===== src/rtl/pll_lock_sequencer.sv =====
// Purpose : ADPLL acquisition sequencer: loop reset, 9-bit SAR coarse-band search, handoff to the loop filter, lock monitor.
// Latency : all outputs registered; one ref_clk from an input event to the resulting output change.
// Backpressure: none; measurements are paced by count_valid, with a per-window timeout into ERROR.
//
// Ports:
//   ref_clk, reset_bar         sole clock, async active-low reset
//   start, abort               begin acquisition (IDLE/LOCKED/ERROR only) / return to IDLE (wins over start)
//   count_untill, target_count measurement window (ref cycles) and desired DCO count per window
//   dco_count, count_valid     frequency-counter result and its one-cycle completion strobe
//   in_tolerance               loop-filter error inside tolerance
//   reset2, clk_count_start, coarse_code, cold_start_traditional, continue_traditional
//                              controls to adpll_controller
//   locked, busy, status       {relock sticky, timeout sticky, locked, state[2:0]}
//
// Build option: define PLL_LOCK_SEQ_AUTO_RELOCK_EN to restart the full search on loss of lock;
// otherwise loss of lock falls back to TRACK with the coarse code kept.
module pll_lock_sequencer #(
    parameter int CNT_W       = 15,
    parameter int LOCK_CYCLES = 64
) (
    input  logic             ref_clk,
    input  logic             reset_bar,
    input  logic             start,
    input  logic             abort,
    input  logic [CNT_W-1:0] count_untill,
    input  logic [CNT_W-1:0] target_count,
    input  logic [CNT_W-1:0] dco_count,
    input  logic             count_valid,
    input  logic             in_tolerance,
    output logic             reset2,
    output logic             clk_count_start,
    output logic [8:0]       coarse_code,
    output logic             cold_start_traditional,
    output logic             continue_traditional,
    output logic             locked,
    output logic             busy,
    output logic [5:0]       status
);

    // Timeout counter must hold 2*count_untill+16.
    localparam int TW = CNT_W + 2;
    localparam int LW = $clog2(LOCK_CYCLES + 1);

    typedef enum logic [2:0] {
        S_IDLE     = 3'd0,
        S_LOOP_RST = 3'd1,
        S_MEAS     = 3'd2,
        S_UPDATE   = 3'd3,
        S_HANDOFF  = 3'd4,
        S_TRACK    = 3'd5,
        S_LOCKED   = 3'd6,
        S_ERROR    = 3'd7
    } state_t;

    state_t           state_q, state_d;
    logic [1:0]       rst_cnt_q, rst_cnt_d;
    logic [TW-1:0]    timer_q, timer_d;
    logic [TW-1:0]    limit_q, limit_d;
    logic [CNT_W-1:0] meas_q, meas_d;
    logic [3:0]       bit_q, bit_d;
    logic [8:0]       code_q, code_d;
    logic [LW-1:0]    lock_cnt_q, lock_cnt_d;
    logic [1:0]       loss_cnt_q, loss_cnt_d;
    logic             timeout_q, timeout_d;
    logic             relock_q, relock_d;
    logic             loss_event;

    always_comb begin
        state_d    = state_q;
        code_d     = code_q;
        bit_d      = bit_q;
        meas_d     = meas_q;
        limit_d    = limit_q;
        timeout_d  = timeout_q;
        relock_d   = relock_q;
        loss_event = (state_q == S_LOCKED) && !in_tolerance && (loss_cnt_q == 2'd3);

        case (state_q)
            S_IDLE, S_ERROR: begin
                if (start) begin
                    state_d   = S_LOOP_RST;
                    timeout_d = 1'b0;
                    relock_d  = 1'b0;
                end
            end
            S_LOOP_RST: begin
                if (rst_cnt_q == 2'd3) state_d = S_MEAS;
            end
            S_MEAS: begin
                // A result arriving in the expiry cycle is still accepted.
                if (count_valid) begin
                    state_d = S_UPDATE;
                    meas_d  = dco_count;
                end else if (timer_q == limit_q - TW'(1)) begin
                    state_d   = S_ERROR;
                    timeout_d = 1'b1;
                end
            end
            S_UPDATE: begin
                // Too fast: drop the trial bit. Equality keeps it (largest code with count <= target).
                if (meas_q > target_count) code_d[bit_q] = 1'b0;
                if (bit_q == 4'd0) begin
                    state_d = S_HANDOFF;
                end else begin
                    bit_d         = bit_q - 4'd1;
                    code_d[bit_d] = 1'b1;
                    state_d       = S_MEAS;
                end
            end
            S_HANDOFF: state_d = S_TRACK;
            S_TRACK: begin
                if (in_tolerance && (lock_cnt_q == LW'(LOCK_CYCLES - 1))) state_d = S_LOCKED;
            end
            S_LOCKED: begin
                if (start) begin
                    state_d   = S_LOOP_RST;
                    timeout_d = 1'b0;
                    relock_d  = 1'b0;
                end else if (loss_event) begin
                    relock_d = 1'b1;
`ifdef PLL_LOCK_SEQ_AUTO_RELOCK_EN
                    state_d  = S_LOOP_RST;
`else
                    state_d  = S_TRACK;
`endif
                end
            end
            default: state_d = S_IDLE;
        endcase

        // Abort wins over everything and leaves the sticky flags as they were.
        if (abort) begin
            state_d   = S_IDLE;
            timeout_d = timeout_q;
            relock_d  = relock_q;
            meas_d    = meas_q;
        end

        if (state_d == S_LOOP_RST && state_q != S_LOOP_RST) begin
            code_d = 9'h100;
            bit_d  = 4'd8;
        end
        if (state_d == S_MEAS && state_q != S_MEAS) begin
            limit_d = {1'b0, count_untill, 1'b0} + TW'(16);
        end
        if (state_d == S_IDLE) code_d = 9'h000;

        // Each counter only runs while its state persists, so any exit or re-entry clears it.
        rst_cnt_d  = (state_q == S_LOOP_RST && state_d == S_LOOP_RST) ? rst_cnt_q + 2'd1 : 2'd0;
        timer_d    = (state_q == S_MEAS && state_d == S_MEAS) ? timer_q + TW'(1) : '0;
        lock_cnt_d = (state_q == S_TRACK && state_d == S_TRACK && in_tolerance) ? lock_cnt_q + LW'(1) : '0;
        loss_cnt_d = (state_q == S_LOCKED && state_d == S_LOCKED && !in_tolerance) ? loss_cnt_q + 2'd1 : 2'd0;
    end

    always_ff @(posedge ref_clk or negedge reset_bar) begin
        if (!reset_bar) begin
            state_q                <= S_IDLE;
            rst_cnt_q              <= 2'd0;
            timer_q                <= '0;
            limit_q                <= '0;
            meas_q                 <= '0;
            bit_q                  <= 4'd0;
            code_q                 <= 9'h000;
            lock_cnt_q             <= '0;
            loss_cnt_q             <= 2'd0;
            timeout_q              <= 1'b0;
            relock_q               <= 1'b0;
            reset2                 <= 1'b0;
            clk_count_start        <= 1'b0;
            cold_start_traditional <= 1'b0;
            continue_traditional   <= 1'b0;
            locked                 <= 1'b0;
            busy                   <= 1'b0;
        end else begin
            state_q                <= state_d;
            rst_cnt_q              <= rst_cnt_d;
            timer_q                <= timer_d;
            limit_q                <= limit_d;
            meas_q                 <= meas_d;
            bit_q                  <= bit_d;
            code_q                 <= code_d;
            lock_cnt_q             <= lock_cnt_d;
            loss_cnt_q             <= loss_cnt_d;
            timeout_q              <= timeout_d;
            relock_q               <= relock_d;
            // Outputs are decoded from the next state so they change with the state register.
            reset2                 <= (state_d == S_LOOP_RST);
            clk_count_start        <= (state_d == S_MEAS) && (state_q != S_MEAS);
            cold_start_traditional <= (state_d == S_HANDOFF);
            continue_traditional   <= (state_d == S_TRACK) || (state_d == S_LOCKED);
            locked                 <= (state_d == S_LOCKED);
            busy                   <= !((state_d == S_IDLE) || (state_d == S_LOCKED) || (state_d == S_ERROR));
        end
    end

    assign coarse_code = code_q;
    assign status      = {relock_q, timeout_q, locked, state_q};

endmodule


===== config.mk =====
export PLATFORM = sky130hd
export DESIGN_NAME = pll_lock_sequencer
export DESIGN_NICKNAME = d
export VERILOG_FILES = /design/src/rtl/pll_lock_sequencer.sv
export SDC_FILE = /design/constraint.sdc
export NUM_CORES = 1
export LEC_CHECK = 0
export ABC_CLOCK_PERIOD_IN_PS = 7000
export BUFFER_PORTS_ARGS = -buffer_cell sky130_fd_sc_hd__buf_2
export CORE_AREA = 2 2 93 95
export DETAILED_ROUTE_END_ITERATION = 6
export DIE_AREA = 0 0 95 97
export PLACE_DENSITY_LB_ADDON = 0.08
export SYNTH_ARGS = -nofsm -noshare
export SYNTH_HDL_FRONTEND = slang
export SYNTH_SLANG_ARGS = --single-unit

===== constraint.sdc =====
create_clock -name ref_clk -period 7 [get_ports ref_clk]
set_input_delay 0.7 -clock ref_clk [delete_from_list [all_inputs] [get_ports ref_clk]]
set_output_delay 0.7 -clock ref_clk [all_outputs]
set_load 0.01 [all_outputs]

# Word level (Yosys, flattened, before mapping)
# Cells that the tools add are included.
# word_totals
wordCells	123
input_bits	51
reg_bits	84
# classes
magnitude_cmp	5
add_sub_neg	7
n_mux	34
n_eq_ne	25
reduce_logical	31
n_bitwise	4
# op_table
cell	n
$mux W9	6
$mux W3	9
$eq A3 B3 Y1 const B	8
$pmux W3 S7	1
$add A16 B5 Y17 const B	1
$add A17 B1 Y17 const B	1
$eq A17 B17 Y1	1
$mux W17	1
$sub A17 B1 Y17 const B	1
$gt A15 B15 Y1	1
$logic_and A1 B1 Y1	13
$mux W4	3
$lt A4 B5 Y1 const B	2
$and A9 B9 Y9	1
$eq A3 B2 Y1 const B	3
$not A9 Y9	1
$or A9 B9 Y9	1
$demux W1 S4	2
$ge A4 B1 Y1 const B	2
$add A7 B1 Y7 const B	1
$eq A7 B6 Y1 const B	1
$mux W1	7
$mux W7	1
$eq A3 B1 Y1 const B	2
other kinds (23)	36

# Longest topological paths before layout
# depth
ltp_word	13
ltp_mapped	10

# Worst setup path after synthesis
# Ideal clock, no wire load.
# synth_timing
path_type	reg-to-reg
from	register limit_q[6]
to	register timeout_q
setup_slack_ns	4.445
t_required_ns	6.906
path_buffers	1
path_stages_with_launch	9
arrival_ns	2.461
path_cell_list	dfrtp_1 > clkbuf_1 > nor4_1 > nand4b_1 > xnor2_1 > a2111oi_4 > nand4b_4 > or4_1 > a221oi_2
# synth_between
elab_chain_len	4
# synth_lines
element	line	rtl
from (decl)	58	logic [TW-1:0] limit_q, limit_d;
from (signal assigned)	178	limit_q <= limit_d;
$sub A17 B1 Y17	94	end else if (timer_q == limit_q - TW'(1)) begin
$eq A17 B17 Y1	94	
$ne A2 B2 Y1 (no line)	--	
$reduce_and A5 Y1 (no line)	--	
to (signal assigned)	184	timeout_q <= timeout_d;
to (decl)	64	logic timeout_q, timeout_d;
# No other way between the ends.
# A chain may end at the register's enable or synchronous reset.

# Worst setup path after layout
# layout_timing
from	register bit_q[0]
to	register limit_q[3]
# layout_between
elab_chain_len	6
# layout_lines
element	line	rtl
from (decl)	60	logic [3:0] bit_q, bit_d;
from (signal assigned)	180	bit_q <= bit_d;
$logic_not A4 Y1	102	if (bit_q == 4'd0) begin
$mux W3	102	
$pmux W3 S7	78	case (state_q)
$mux W3	132	if (abort) begin
$eq A3 B2 Y1	143	if (state_d == S_MEAS && state_q != S_MEAS) begin
$logic_and A1 B1 Y1	143	
# No other way between the ends.

==> flow_summary_export.csv <==
group,metric,value,unit
run_status,status,"finished, final reports clean",
floorplanning,std_cell_rows,33,
finish,nets,629,
critical_path,r2r_setup_slack,3.42,ns
global_routing,antenna_found_initial,0,
synthesis,synth.distinct_cells,72,
sta,hold_viol,0,
synthesis,yosysTopAreaCell,"dfrtp_1",
finish,drive_gt1_share,23.3,%
sta,setup_viol,0,
synthesis,ys_top_cells_by_count,"83 x dfrtp_1, 38 x nor2_1, 31 x inv_1, 31 x nor3_1, 29 x xor2_1",
cts,cts_setup_buffers,0,
synthesis,synth_fa_ha_area_share,6.61,%
sta,clock.fmax,279,MHz
place,finalWeightedCongestion,0.908,
synthesis,seq_area_frac_synth,42.2,%
synthesis,ys_top_cells_by_area,"dfrtp_1 42%, ha_1 6.6%, xor2_1 5.2%, xnor2_1 4.5%, mux2_2 3.7%",
synthesis,synth-main-ff-cell,"dfrtp_1",
floorplanning,start_util,60.5,%
critical_path,slowest_delay,0.98,ns
finish,nFillCells,671,
finish,final_area,5500,sq um
cts,cts_tree,"yes",
synthesis,synth_seq_cells,83,
cts,htree_levels,3,
cts,clk_pin_slew,0.09,ns
critical_path,crit_type,"reg2reg",
synthesis,synth_top_family_by_area,"simple AND/OR/NAND/NOR gates",
global_routing,grt_max_degree,68,
finish,final_core_util,67.6,%
critical_path,start_kind,"flip-flop",
place,io_buffers,71,
sta,finalCritPeriodShare,51.1,%
cts,clkLatencyLatePin,0.36,ns
routing,ant_nets,0,
global_routing,grt_pass1_vias,3815,
routing,viasPerCell,5.78,
finish,diodes,0,
sta,period_needed,3.58,ns
synthesis,yosysTopAreaCellShare,42.2,%
floorplanning,dieArea,9220,sq um
synthesis,synth_mux_area_share,4.10,%
routing,drt_wl_total,10400,um
routing,drc_errors,0,
global_routing,overflow,0,
min_path,hold_class,"in2async",
synthesis,yosys_warnings,0,
sta,tightest_slew,1.05,ns
critical_path,crit_arrival,3.81,ns
critical_path,timing.critical_path.buf_inv,1,
global_routing,grt_pass1_wl,17600,um
floorplanning,core,8130,sq um
power_and_ir_drop,p_leak,0.00255,uW
place,dpl_cell_area,5320,sq um
sta,final.setup.tns,0,ns
synthesis,syn_nets,563,
floorplanning,die_h,97,um
synthesis,syn_inst,486,
job,maxCapViolCount,0,
cts,cts_root_buf,"clkbuf_8",
synthesis,synthXorXnorAreaFrac,9.62,%
power_and_ir_drop,p_per_area,304,nW/um^2
synthesis,synth-compound-area-share,12.7,%
sta,maxSlewHeadroom,30.3,%
synthesis,synth_area,4920,sq um
cts,numCtsBuffers,9,
critical_path,cp.required,7.23,ns
sta,rsz0062_at_grt,"false",
critical_path,end_kind,"flip-flop",
routing,post_drt_wl_per_cell,15.8,um
critical_path,crit_chain,"inv_1 > ha_1 > nand2b_1 > o21a_1 > a2111oi_0 > nor2_1 > and3_1 > mux2_2",
synthesis,synth-edff-count,0,
cts,holdBufCountCts,0,
synthesis,synth.avg_cell_area,10.1,sq um
synthesis,synth-simple-area-share,20.4,%
critical_path,crit_fanout,30,
critical_path,crit_path_top_delay_cell,"and3_1",
routing,first_pass_iters,4,
power_and_ir_drop,irDropWorstVdd,188,uV
cts,clockBufferDepth,2,
routing,via_count,3825,
cts,cts_sinks,83,
global_routing,track_usage,23.9,%
synthesis,yosysMostFrequentCell,"dfrtp_1",
finish,area_growth,11.7,%
routing,first_iter_violations,104,
sta,holdWs,0.189,ns
critical_path,cp_top_family,"simple AND/OR/NAND/NOR gates",
floorplanning,io-pin-count,72,
floorplanning,die-width,95,um
sta,skew,0.0133,ns
place,dpl.hpwl,7850,um
sta,maxSlewViolCount,0,
synthesis,ys_async_sr_fraction,100,%
cts,post_cts_resized,0,
-- routing by layer --
metal  GRT usage, %  vias up  part of all wire [%]  routed length [um]
met4           6.35        0                   1.1                 110
met1           29.6     1888                    43                4500
met2           42.5       61                    53                5540
met5              0        -                     0                   0
li1               -     1866                     -                   -
met3           4.28       10                   2.7                 286
-- cell usage in the layout (no fill, tap or decap), drive strengths merged, types with 17 or more instances in the layout --
cell and n:
nand3 19, buf 72, xnor2 25, nor2 39, nor3 31, inv 34, xor2 29, mux2 17
nand2 22, a21oi 22, ha 26, dfrtp 83, and3 17
-- power breakdown --
group          leakage, uW  switching [uW]  internal (uW)  total [uW]
logic              0.00139             341            277         619
registers          0.00108             144            590         735
clock network    0.0000820             185            130         315
-- state kept, by name (all words and copies together) (netlist names) --
signal and cells:
timer_q 17, state_q 3, clk_count_start 1, loss_cnt_q 2, timeout_q 1, reset2 1, coarse_code 9, bit_q 4
busy 1, cold_start_traditional 1, relock_q 1, meas_q 15, lock_cnt_q 7, limit_q 16, rst_cnt_q 2, locked 1
continue_traditional 1
-- kinds of logic (layout without fill, tap and decap cells) --
family / count (synthesis) / count (layout)
compound gates: 76 / 76
mux: 18 / 18
flops: 83 / 83
buf+inv: 49 / 120
simple gates: 180 / 180
xor+xnor: 54 / 54
fa+ha+maj: 26 / 26
-- final cells by class --
| cell class | instances | area, sq um | area share (%) |
|---|---|---|---|
| clock buffer | 9 | 124 | 2.25 |
| clock inverter | 7 | 50.0 | 0.911 |
| inverter | 32 | 120 | 2.19 |
| multi-input combinational | 354 | 2630 | 47.8 |
| sequential | 83 | 2080 | 37.8 |
| tap | 105 | 131 | 2.39 |
| timing repair buffer | 72 | 365 | 6.65 |
-- path summary, 6_finish.rpt --
check	start	to	depth (start not counted)
max in group asynchronous	reset_bar	state_q[1]$_DFF_PN0_	2
worst max-delay path	bit_q[0]$_DFFE_PN0P_	limit_q[3]$_DFFE_PN0P_	8
worst max register to register	bit_q[0]$_DFFE_PN0P_	limit_q[3]$_DFFE_PN0P_	8
worst min-delay path	reset_bar	meas_q[7]$_DFFE_PN0P_	1
worst min register to register	loss_cnt_q[0]$_DFF_PN0_	loss_cnt_q[0]$_DFF_PN0_	1
min in group ref_clk	loss_cnt_q[0]$_DFF_PN0_	loss_cnt_q[0]$_DFF_PN0_	1
-- metrics by stage --
step                      worst slack [ns]  std cells  total power, uW
after global routing                  3.13        662             1790
after global placement                3.57        646             1340
after CTS                             3.44        662             1680
after floorplan                       4.45        486             1200
after detailed placement              3.48        646             1360
final                                 3.42        662             1670
(Power assumes the default switching activity.)
